--- src/rtl/seq_pkg.sv ---
// Shared sequencer definitions: state encoding and control-byte bit positions.
// DATA_LEN defaults to 32 when the build does not define it.
`ifndef DATA_LEN
`define DATA_LEN 32
`endif

package seq_pkg;

    localparam int SEQ_DATA_LEN = `DATA_LEN;

    // Control byte occupies the top 8 bits of every instruction word
    localparam int CTL_R     = SEQ_DATA_LEN - 1;
    localparam int CTL_W     = SEQ_DATA_LEN - 2;
    localparam int CTL_ALU   = SEQ_DATA_LEN - 3;
    localparam int CTL_JMP   = SEQ_DATA_LEN - 4;
    localparam int CTL_IO    = SEQ_DATA_LEN - 5;
    localparam int CTL_IMM   = SEQ_DATA_LEN - 6;
    localparam int CTL_RESET = SEQ_DATA_LEN - 7;
    localparam int CTL_NEXT  = SEQ_DATA_LEN - 8;

    typedef enum logic [2:0] {
        ST_IDLE,
        ST_REQ,
        ST_WAIT,
        ST_ISSUE,
        ST_EXEC,
        ST_HALT,
        ST_ERR,
        ST_PAUSE
    } seq_state_t;

    function automatic logic is_busy(seq_state_t s);
        return s inside {ST_REQ, ST_WAIT, ST_ISSUE, ST_EXEC, ST_PAUSE};
    endfunction

endpackage

--- src/rtl/seq_wdog.sv ---
// Memory-wait watchdog: counts cycles while enabled, flags expiry on the
// MEM_TIMEOUT-th enabled cycle since the last clear.
module seq_wdog #(
    parameter int MEM_TIMEOUT = 255
) (
    input  logic clk,
    input  logic rst,
    input  logic clr,
    input  logic en,
    output logic expired
);

    localparam int CNT_W = (MEM_TIMEOUT < 2) ? 1 : $clog2(MEM_TIMEOUT + 1);
    localparam logic [CNT_W-1:0] LAST = CNT_W'(MEM_TIMEOUT - 1);

    logic [CNT_W-1:0] count_reg;

    always_ff @(posedge clk) begin
        if (rst || clr) begin
            count_reg <= '0;
        end else if (en && (count_reg != LAST)) begin
            count_reg <= count_reg + CNT_W'(1);
        end
    end

    assign expired = en && (count_reg == LAST);

endmodule

--- src/rtl/instr_sequencer.sv ---
// Program sequencer: fetches one word per instruction, hands it to exec with
// valid/ready, and advances pc once exec_done. Optional SEQ_SINGLE_STEP_EN adds a step port.
module instr_sequencer
    import seq_pkg::*;
#(
    parameter int DATA_LEN    = SEQ_DATA_LEN,
    parameter int ADDR_W      = 8,
    parameter int START_ADDR  = 0,
    parameter int MEM_TIMEOUT = 255
) (
    input  logic                clk,
    input  logic                rst,
    input  logic                start,
    output logic [ADDR_W-1:0]   mem_addr,
    output logic                mem_rd_req,
    input  logic                mem_rd_valid,
    input  logic [DATA_LEN-1:0] mem_data,
    output logic [DATA_LEN-1:0] instr,
    output logic                instr_valid,
    input  logic                instr_ready,
    input  logic                exec_done,
    input  logic                computation_end,
    output logic [ADDR_W-1:0]   pc,
    output logic [31:0]         instr_count,
    output logic                busy,
    output logic                halted,
    output logic                error
`ifdef SEQ_SINGLE_STEP_EN
    ,
    input  logic                step
`endif
);

    // Reset-flag position relative to this instance's word width
    localparam int RESET_BIT = CTL_RESET - SEQ_DATA_LEN + DATA_LEN;
    localparam logic [ADDR_W-1:0] START_PC = ADDR_W'(START_ADDR);

    seq_state_t          state_reg, state_next;
    logic [ADDR_W-1:0]   pc_reg;
    logic [DATA_LEN-1:0] instr_reg;
    logic [31:0]         count_reg;
    logic                mem_rd_req_reg, instr_valid_reg;
    logic                busy_reg, halted_reg, error_reg;
    logic                wdog_expired;
    logic [ADDR_W-1:0]   pc_next;

    seq_wdog #(
        .MEM_TIMEOUT(MEM_TIMEOUT)
    ) u_wdog (
        .clk    (clk),
        .rst    (rst),
        .clr    (state_reg == ST_REQ),
        .en     (state_reg == ST_WAIT),
        .expired(wdog_expired)
    );

    assign pc_next = instr_reg[RESET_BIT] ? START_PC : pc_reg + ADDR_W'(1);

    always_comb begin
        state_next = state_reg;
        if (computation_end && (state_reg != ST_IDLE) && (state_reg != ST_ERR)) begin
            state_next = ST_HALT;
        end else begin
            case (state_reg)
                ST_IDLE, ST_HALT: if (start) state_next = ST_REQ;
                ST_REQ:           state_next = ST_WAIT;
                ST_WAIT: begin
                    // A word arriving on the expiry cycle still counts as a hit
                    if (mem_rd_valid)      state_next = ST_ISSUE;
                    else if (wdog_expired) state_next = ST_ERR;
                end
                ST_ISSUE:         if (instr_ready) state_next = ST_EXEC;
`ifdef SEQ_SINGLE_STEP_EN
                ST_EXEC:          if (exec_done) state_next = ST_PAUSE;
                ST_PAUSE:         if (step) state_next = ST_REQ;
`else
                ST_EXEC:          if (exec_done) state_next = ST_REQ;
`endif
                default:          state_next = state_reg;
            endcase
        end
    end

    always_ff @(posedge clk) begin
        if (rst) begin
            state_reg       <= ST_IDLE;
            pc_reg          <= START_PC;
            instr_reg       <= '0;
            count_reg       <= '0;
            mem_rd_req_reg  <= 1'b0;
            instr_valid_reg <= 1'b0;
            busy_reg        <= 1'b0;
            halted_reg      <= 1'b0;
            error_reg       <= 1'b0;
        end else begin
            state_reg       <= state_next;
            mem_rd_req_reg  <= (state_next == ST_REQ);
            instr_valid_reg <= (state_next == ST_ISSUE);
            busy_reg        <= is_busy(state_next);
            halted_reg      <= (state_next == ST_HALT);
            error_reg       <= (state_next == ST_ERR);

            if ((state_reg == ST_IDLE || state_reg == ST_HALT) && state_next == ST_REQ) begin
                pc_reg    <= START_PC;
                count_reg <= '0;
            end
            if (state_reg == ST_WAIT && state_next == ST_ISSUE) begin
                instr_reg <= mem_data;
            end
            if (state_reg == ST_ISSUE && state_next == ST_EXEC) begin
                count_reg <= count_reg + 32'd1;
            end
            if (state_reg == ST_EXEC && (state_next == ST_REQ || state_next == ST_PAUSE)) begin
                pc_reg <= pc_next;
            end
        end
    end

    assign mem_addr    = pc_reg;
    assign pc          = pc_reg;
    assign instr       = instr_reg;
    assign instr_count = count_reg;
    assign mem_rd_req  = mem_rd_req_reg;
    assign instr_valid = instr_valid_reg;
    assign busy        = busy_reg;
    assign halted      = halted_reg;
    assign error       = error_reg;

endmodule

--- config.mk ---
export PLATFORM = sky130hd
export DESIGN_NAME = instr_sequencer
export DESIGN_NICKNAME = d
export VERILOG_FILES = /design/src/rtl/seq_pkg.sv /design/src/rtl/seq_wdog.sv /design/src/rtl/instr_sequencer.sv
export SDC_FILE = /design/constraint.sdc
export NUM_CORES = 1
export LEC_CHECK = 0
export CAP_MARGIN = 20
export CORE_ASPECT_RATIO = 1.25
export CORE_MARGIN = 2
export CORE_UTILIZATION = 45
export DETAILED_ROUTE_END_ITERATION = 10
export MAX_ROUTING_LAYER = met4
export PLACE_DENSITY = 0.88
export SETUP_SLACK_MARGIN = 0.2
export SLEW_MARGIN = 20
export SYNTH_ARGS = -nofsm -noshare
export SYNTH_HDL_FRONTEND = slang
export SYNTH_SLANG_ARGS = --single-unit
--- constraint.sdc ---
create_clock -name clk -period 2.9 [get_ports clk]
set_clock_uncertainty 0.05 [all_clocks]
set_input_delay 0.58 -clock clk [delete_from_list [all_inputs] [get_ports clk]]
set_output_delay 0.58 -clock clk [all_outputs]
set_load 0.005 [all_outputs]
* After elaboration in Yosys (flattened, before gate mapping) *
Index checks and enable logic that the tools add are counted.

word-level totals
  register bits after elaboration = 88
  input port bits = 39
  output and inout port bits = 85
  word-level logic and storage cells = 57

operators by class
  add/subtract/negate cells = 3
  equal/unequal tests = 15
  multiplexer cells = 12
  reductions and logical operators = 17

operator list
  operator                                              number
  2-to-1 mux 32 bit                                     2
  adder 32 x 1 -> 32 bit (second input constant)        1
  2-to-1 mux 8 bit                                      3
  equality test 3 bit (second input constant)           6
  2-to-1 mux 3 bit                                      6
  adder 8 x 1 -> 8 bit (second input constant)          2
  case mux 3 bit (5 select lines)                       1
  equality test 3 x 2 -> 1 bit (second input constant)  4
  equality test 8 bit (second input constant)           1
  logical AND 1 bit                                     8
  != test 8 bit (second input constant)                 1
  equality test 3 x 1 -> 1 bit (second input constant)  2
  nonzero test 5 bit                                    1
  nonzero test 2 bit                                    2
  logical NOT 3 bit                                     1
  logical OR 1 bit                                      3
  != test 3 bit (second input constant)                 1
  nonzero test 3 bit                                    1
  OR reduction 2 bit                                    1

* Logic depth before layout (Yosys ltp) *
  depth in word-level cells = 10
  gate-level depth with buffers = 10
  depth with buffers taken out = 8

* Modules after synthesis *
Synthesis repeated with hierarchy kept, for this count alone.

second synthesis, totals
  cells, all modules = 480
  area, all modules = 4,380.5 um^2

by module, submodules not included
  module           instances  cells each  area each (um^2)  sequential area each (um^2)
  instr_sequencer  1          426         3,915.0           1,601.5
  seq_wdog         1          54          465.4             160.2

* Least setup slack after synthesis *
Ideal clock, no wire load.

  path kind = input to register
  from = input computation_end
  to = register pc_reg[2], in the netlist mem_addr[2]
  arrival time = 2,012 ps
  data required time = 2,728 ps
  setup slack = 716 ps
  stages on the path = 7
  path buffers = 2
  path through = clkbuf_1 > o21ai_0 > nand4_1 > buf_2 > nand3b_1 > and2b_2 > a221o_1

between the ends
  cells in the longest elaborated chain, start to end = 7
  elaborated cells between the ends (all ways) = 10
  those cells by class = eq/ne: 2; mux: 2; reduce/logical: 6

RTL lines
  what                                                                        line                                            source
  start, declared                                                             instr_sequencer.sv:22                           input logic computation_end,
  logical AND 1 bit (*) (2 in series)                                         instr_sequencer.sv:61                           if (computation_end && (state_reg != ST_IDLE) && (state_reg != ST_ERR)) begin
  2-to-1 mux 3 bit (*)                                                        instr_sequencer.sv:61
  equality test 3 x 1 -> 1 bit / equality test 3 bit (equally long branches)  instr_sequencer.sv:103, instr_sequencer.sv:113
  logical OR 1 bit                                                            instr_sequencer.sv:113                          if (state_reg == ST_EXEC && (state_next == ST_REQ || state_next == ST_PAUSE)) begin
  logical AND 1 bit                                                           instr_sequencer.sv:113
  2-to-1 mux 8 bit / nonzero test 2 bit (equally long branches)               n/a
  end signal, assigned                                                        instr_sequencer.sv:114                          pc_reg <= pc_next;
  end, declared                                                               instr_sequencer.sv:39                           logic [ADDR_W-1:0] pc_reg;

Every way passes the cells marked *; elsewhere a longest branch is shown, timed or not.
A chain may end at the register's enable or synchronous reset.

* Worst setup path in the final report *
  from = input instr_ready
  to = register pc_reg[2], in the netlist mem_addr[2]

between the ends
  cells in the longest elaborated chain, start to end = 7
  elaborated cells between the ends (all ways) = 10
  those cells by class = eq/ne: 2; mux: 4; reduce/logical: 4

RTL lines
  what                                                                        line                                            source
  start, declared                                                             instr_sequencer.sv:20                           input logic instr_ready,
  2-to-1 mux 3 bit (*)                                                        instr_sequencer.sv:72                           ST_ISSUE: if (instr_ready) state_next = ST_EXEC;
  case mux 3 bit (5 select lines) (*)                                         instr_sequencer.sv:64                           case (state_reg)
  2-to-1 mux 3 bit (*)                                                        instr_sequencer.sv:61
  equality test 3 x 1 -> 1 bit / equality test 3 bit (equally long branches)  instr_sequencer.sv:103, instr_sequencer.sv:113
  logical OR 1 bit                                                            instr_sequencer.sv:113
  logical AND 1 bit                                                           instr_sequencer.sv:113
  2-to-1 mux 8 bit / nonzero test 2 bit (equally long branches)               n/a

Marked as above.

==> impl_metrics.env <==
export IMPL_pre_cts_slack_ns=0.0416
export IMPL_cts_buffers=9
export IMPL_drtIter0Drc=146
export IMPL_grt_ovfl_total=0
export IMPL_netlist_area_sq_um=4010
export IMPL_grtUsageTotal_pct=21.8
export IMPL_drcViolationCount=0
export IMPL_r2r_slack_ns=0.46
export IMPL_syn_nets=486
export IMPL_slowest_delay_ns=0.47
export IMPL_grt_first_pass_wirelength_mm=16.4
export IMPL_grt_use_met1_pct=24.1
export IMPL_post_cts_resized=0
export IMPL_grt_pass1_vias=3698
export IMPL_cts_tree="done"
export IMPL_cts_path_max_buffers=2
export IMPL_avgSynthCellArea_sq_um=9.04
export IMPL_dp_hpwl_mm=7.49
export IMPL_ys_ff_latch=88
export IMPL_status="finished clean"
export IMPL_async_flop_share_pct=0
export IMPL_min_period_ns=2.49
export IMPL_grt_max_degree=35
export IMPL_area_growth_pct=37.7
export IMPL_drv_slew=0
export IMPL_finish_utilization_pct=63.7
export IMPL_antenna_found_initial=0
export IMPL_antenna_cells=0
export IMPL_drv_cap=0
export IMPL_crit_chain="clkdlybuf4s50_1 -> a21oi_1 -> a2bb2oi_1 -> and3_1 -> nand3b_1 -> and2b_2 -> a221o_1"
export IMPL_synth_seq_area_share_pct=44.0
export IMPL_die_h_um=109
export IMPL_num_fill_cells=740
export IMPL_fmax_mhz=401
export IMPL_slowest_stage="clkdlybuf4s50_1"
export IMPL_die_area_sq_um=9680
export IMPL_vdd_drop_max_uv=339
export IMPL_rsz0062_at_grt="no"
export IMPL_synth_distinct_cells=57
export IMPL_worstPathRequired_ns=3.09
export IMPL_crit_type="in -> reg"
export IMPL_p_per_area_nw_per_um2=479
export IMPL_yosysWarnings=0
export IMPL_setup_viol=0
export IMPL_finalWeightedCongestion=0.857
export IMPL_drt_wl_total_mm=10.0
export IMPL_worstMarginPinSlew_ns=0.613
export IMPL_cts_max_level=3
export IMPL_via_count=3711
export IMPL_row_count=38
export IMPL_cts_num_sinks=88
export IMPL_fin_crit_sh_pct=85.9
export IMPL_slew_headroom_pct=58.8
export IMPL_critPathMaxFanout=5
export IMPL_end_kind="flop"
export IMPL_portBuffers=123
export IMPL_fin_total_pwr_uw=2640
export IMPL_layout_nets=602
export IMPL_synth_flop_cell="dfxtp_1"
export IMPL_synth_enable_flop_cells=0
export IMPL_cts_root_buffer="clkbuf_8"
export IMPL_synthCells=443
export IMPL_cp_num_buf_inv=1
export IMPL_grtUsageMet3_pct=6.08
export IMPL_setup_ws_ns=0.409
export IMPL_drt_pass1_iterations=5
export IMPL_antenna_left=0
export IMPL_met2_usage_pct=37.1
export IMPL_wire_per_inst_um=14.7
export IMPL_arrival_ns=2.68
export IMPL_hp_class="in -> reg"
export IMPL_setup_worst_path_start_class="input pin"
export IMPL_grt_busiest_layer="met2"
export IMPL_clkSlewWorstSetupHoldPaths_ns=0.08
export IMPL_coreArea_sq_um=8650
export IMPL_cts_setup_buffers=0
export IMPL_cpLargestDelayFamily="simple AND/OR/NAND/NOR gates"
export IMPL_ios=124
export IMPL_die_w_um=88.4
export IMPL_viasPerCell=5.43
export IMPL_clkLatencyLatePin_ns=0.35
export IMPL_drive_gt1_share_pct=7.45
export IMPL_fin_tns_setup_ns=0
export IMPL_holdBufCountCts=0
export IMPL_initial_utilization_pct=46.3
export IMPL_power_leakage_uw=0.00217
export IMPL_hold_viol_final=0
cells by family (layout without fill, tap and decap cells):
family	count (synthesis)	in the layout	share of synthesized area, %
and+or+nand+nor	207	207	27.1
AOI/OAI and AO/OA	58	58	10.1
muxes	36	36	9.12
adders and majority gates	4	4	1.25
buffers and inverters	32	153	4.56
xor gates and xnor gates	18	18	3.94
DFF	88	88	44.0
cell usage in the layout, fill, tap and decap left out, types with 4 or more instances in the layout:
master	Yosys	layout
nor2b_1	5	5
xor2_1	12	12
nor3_1	7	7
nand3_1	24	24
a311oi_1	6	6
a21oi_1	14	14
nor2_1	78	78
and3_1	7	7
dfxtp_1	88	87
mux2i_1	35	35
o21ai_0	9	9
xnor2_1	6	6
buf_4	11	9
clkdlybuf4s50_1	0	122
nand4_1	15	15
clkbuf_8	0	9
or3_1	5	5
nand2_1	25	25
ha_1	4	4
inv_1	4	4
o31ai_1	7	7
and4_1	5	5
and2_1	8	8
worst register-to-register path, cell delays in order, from the launching register on:
cell      delay [ns]
dfxtp_1         0.47
or3b_4          0.45
or4_4           0.44
and3_1          0.27
nand3_4         0.19
nand2b_1        0.31
nor2_1          0.19
where the power goes:
part           switching [uW]  internal (uW)
Sequential               40.4           1240
Clock                     428            483
Combinational             248            206
area by class of cell:
type	count	area, sq um	share of cell area (%)
clock buffers	10	128	2.31
clock inverters	6	83.8	1.52
inverters	4	15.0	0.272
multi-input cells	323	2060	37.4
flip-flops and latches	88	1760	32.0
well taps	120	150	2.72
repair buffers	133	1310	23.8
worst paths after layout:
path | from | endpoint | cells after the start
setup / recovery | instr_ready | mem_addr[2]$_SDFFE_PP0P_ | 7
hold / removal | rst | mem_addr[0]$_SDFFE_PP0P_ | 2
setup reg to reg | state_reg[0]$_SDFF_PP0_ | instr_count[5]$_SDFFE_PP0P_ | 6
hold reg to reg | instr[0]$_SDFFE_PP0P_ | instr[0]$_SDFFE_PP0P_ | 2
metal layers:
metal / vias to the layer above / routed length [um]
met4: 0 / 147
met2: 138 / 5140
met3: 16 / 728
met5: - / 0
met1: 1754 / 4020
li1: 1803 / -
per-stage QoR:
| step | area, sq um | hold slack [ns] | std cells |
|---|---|---|---|
| floorplan | 4010 | 0.408 | 443 |
| global placement | 5300 | 0.418 | 668 |
| detailed placement | 5300 | 0.439 | 668 |
| CTS | 5510 | 0.423 | 684 |
| global route | 5510 | 0.437 | 684 |
| finish | 5510 | 0.443 | 684 |
synthesized netlist by cell type, drive strengths merged (4+ instances only):
library cell / number / area, sq um
nor3: 7 / 35.0
buf: 18 / 130
dfxtp: 88 / 1760
and3: 7 / 43.8
a21oi: 14 / 70.1
nor2b: 5 / 31.3
a31oi: 4 / 37.5
and2: 9 / 58.8
and4: 5 / 43.8
clkbuf: 10 / 37.5
nand3: 26 / 148
or2: 4 / 25.0
xnor2: 6 / 52.6
o21ai: 10 / 50.0
o31ai: 7 / 52.6
nor2: 78 / 293
xor2: 12 / 105
mux2i: 35 / 350
ha: 4 / 50.1
nand2: 26 / 105
inv: 4 / 15.0
or3: 5 / 31.3
nand4: 15 / 93.8
nor4: 4 / 31.3
a311oi: 6 / 52.6
No activity file was read; power rests on OpenSTA's default activity.
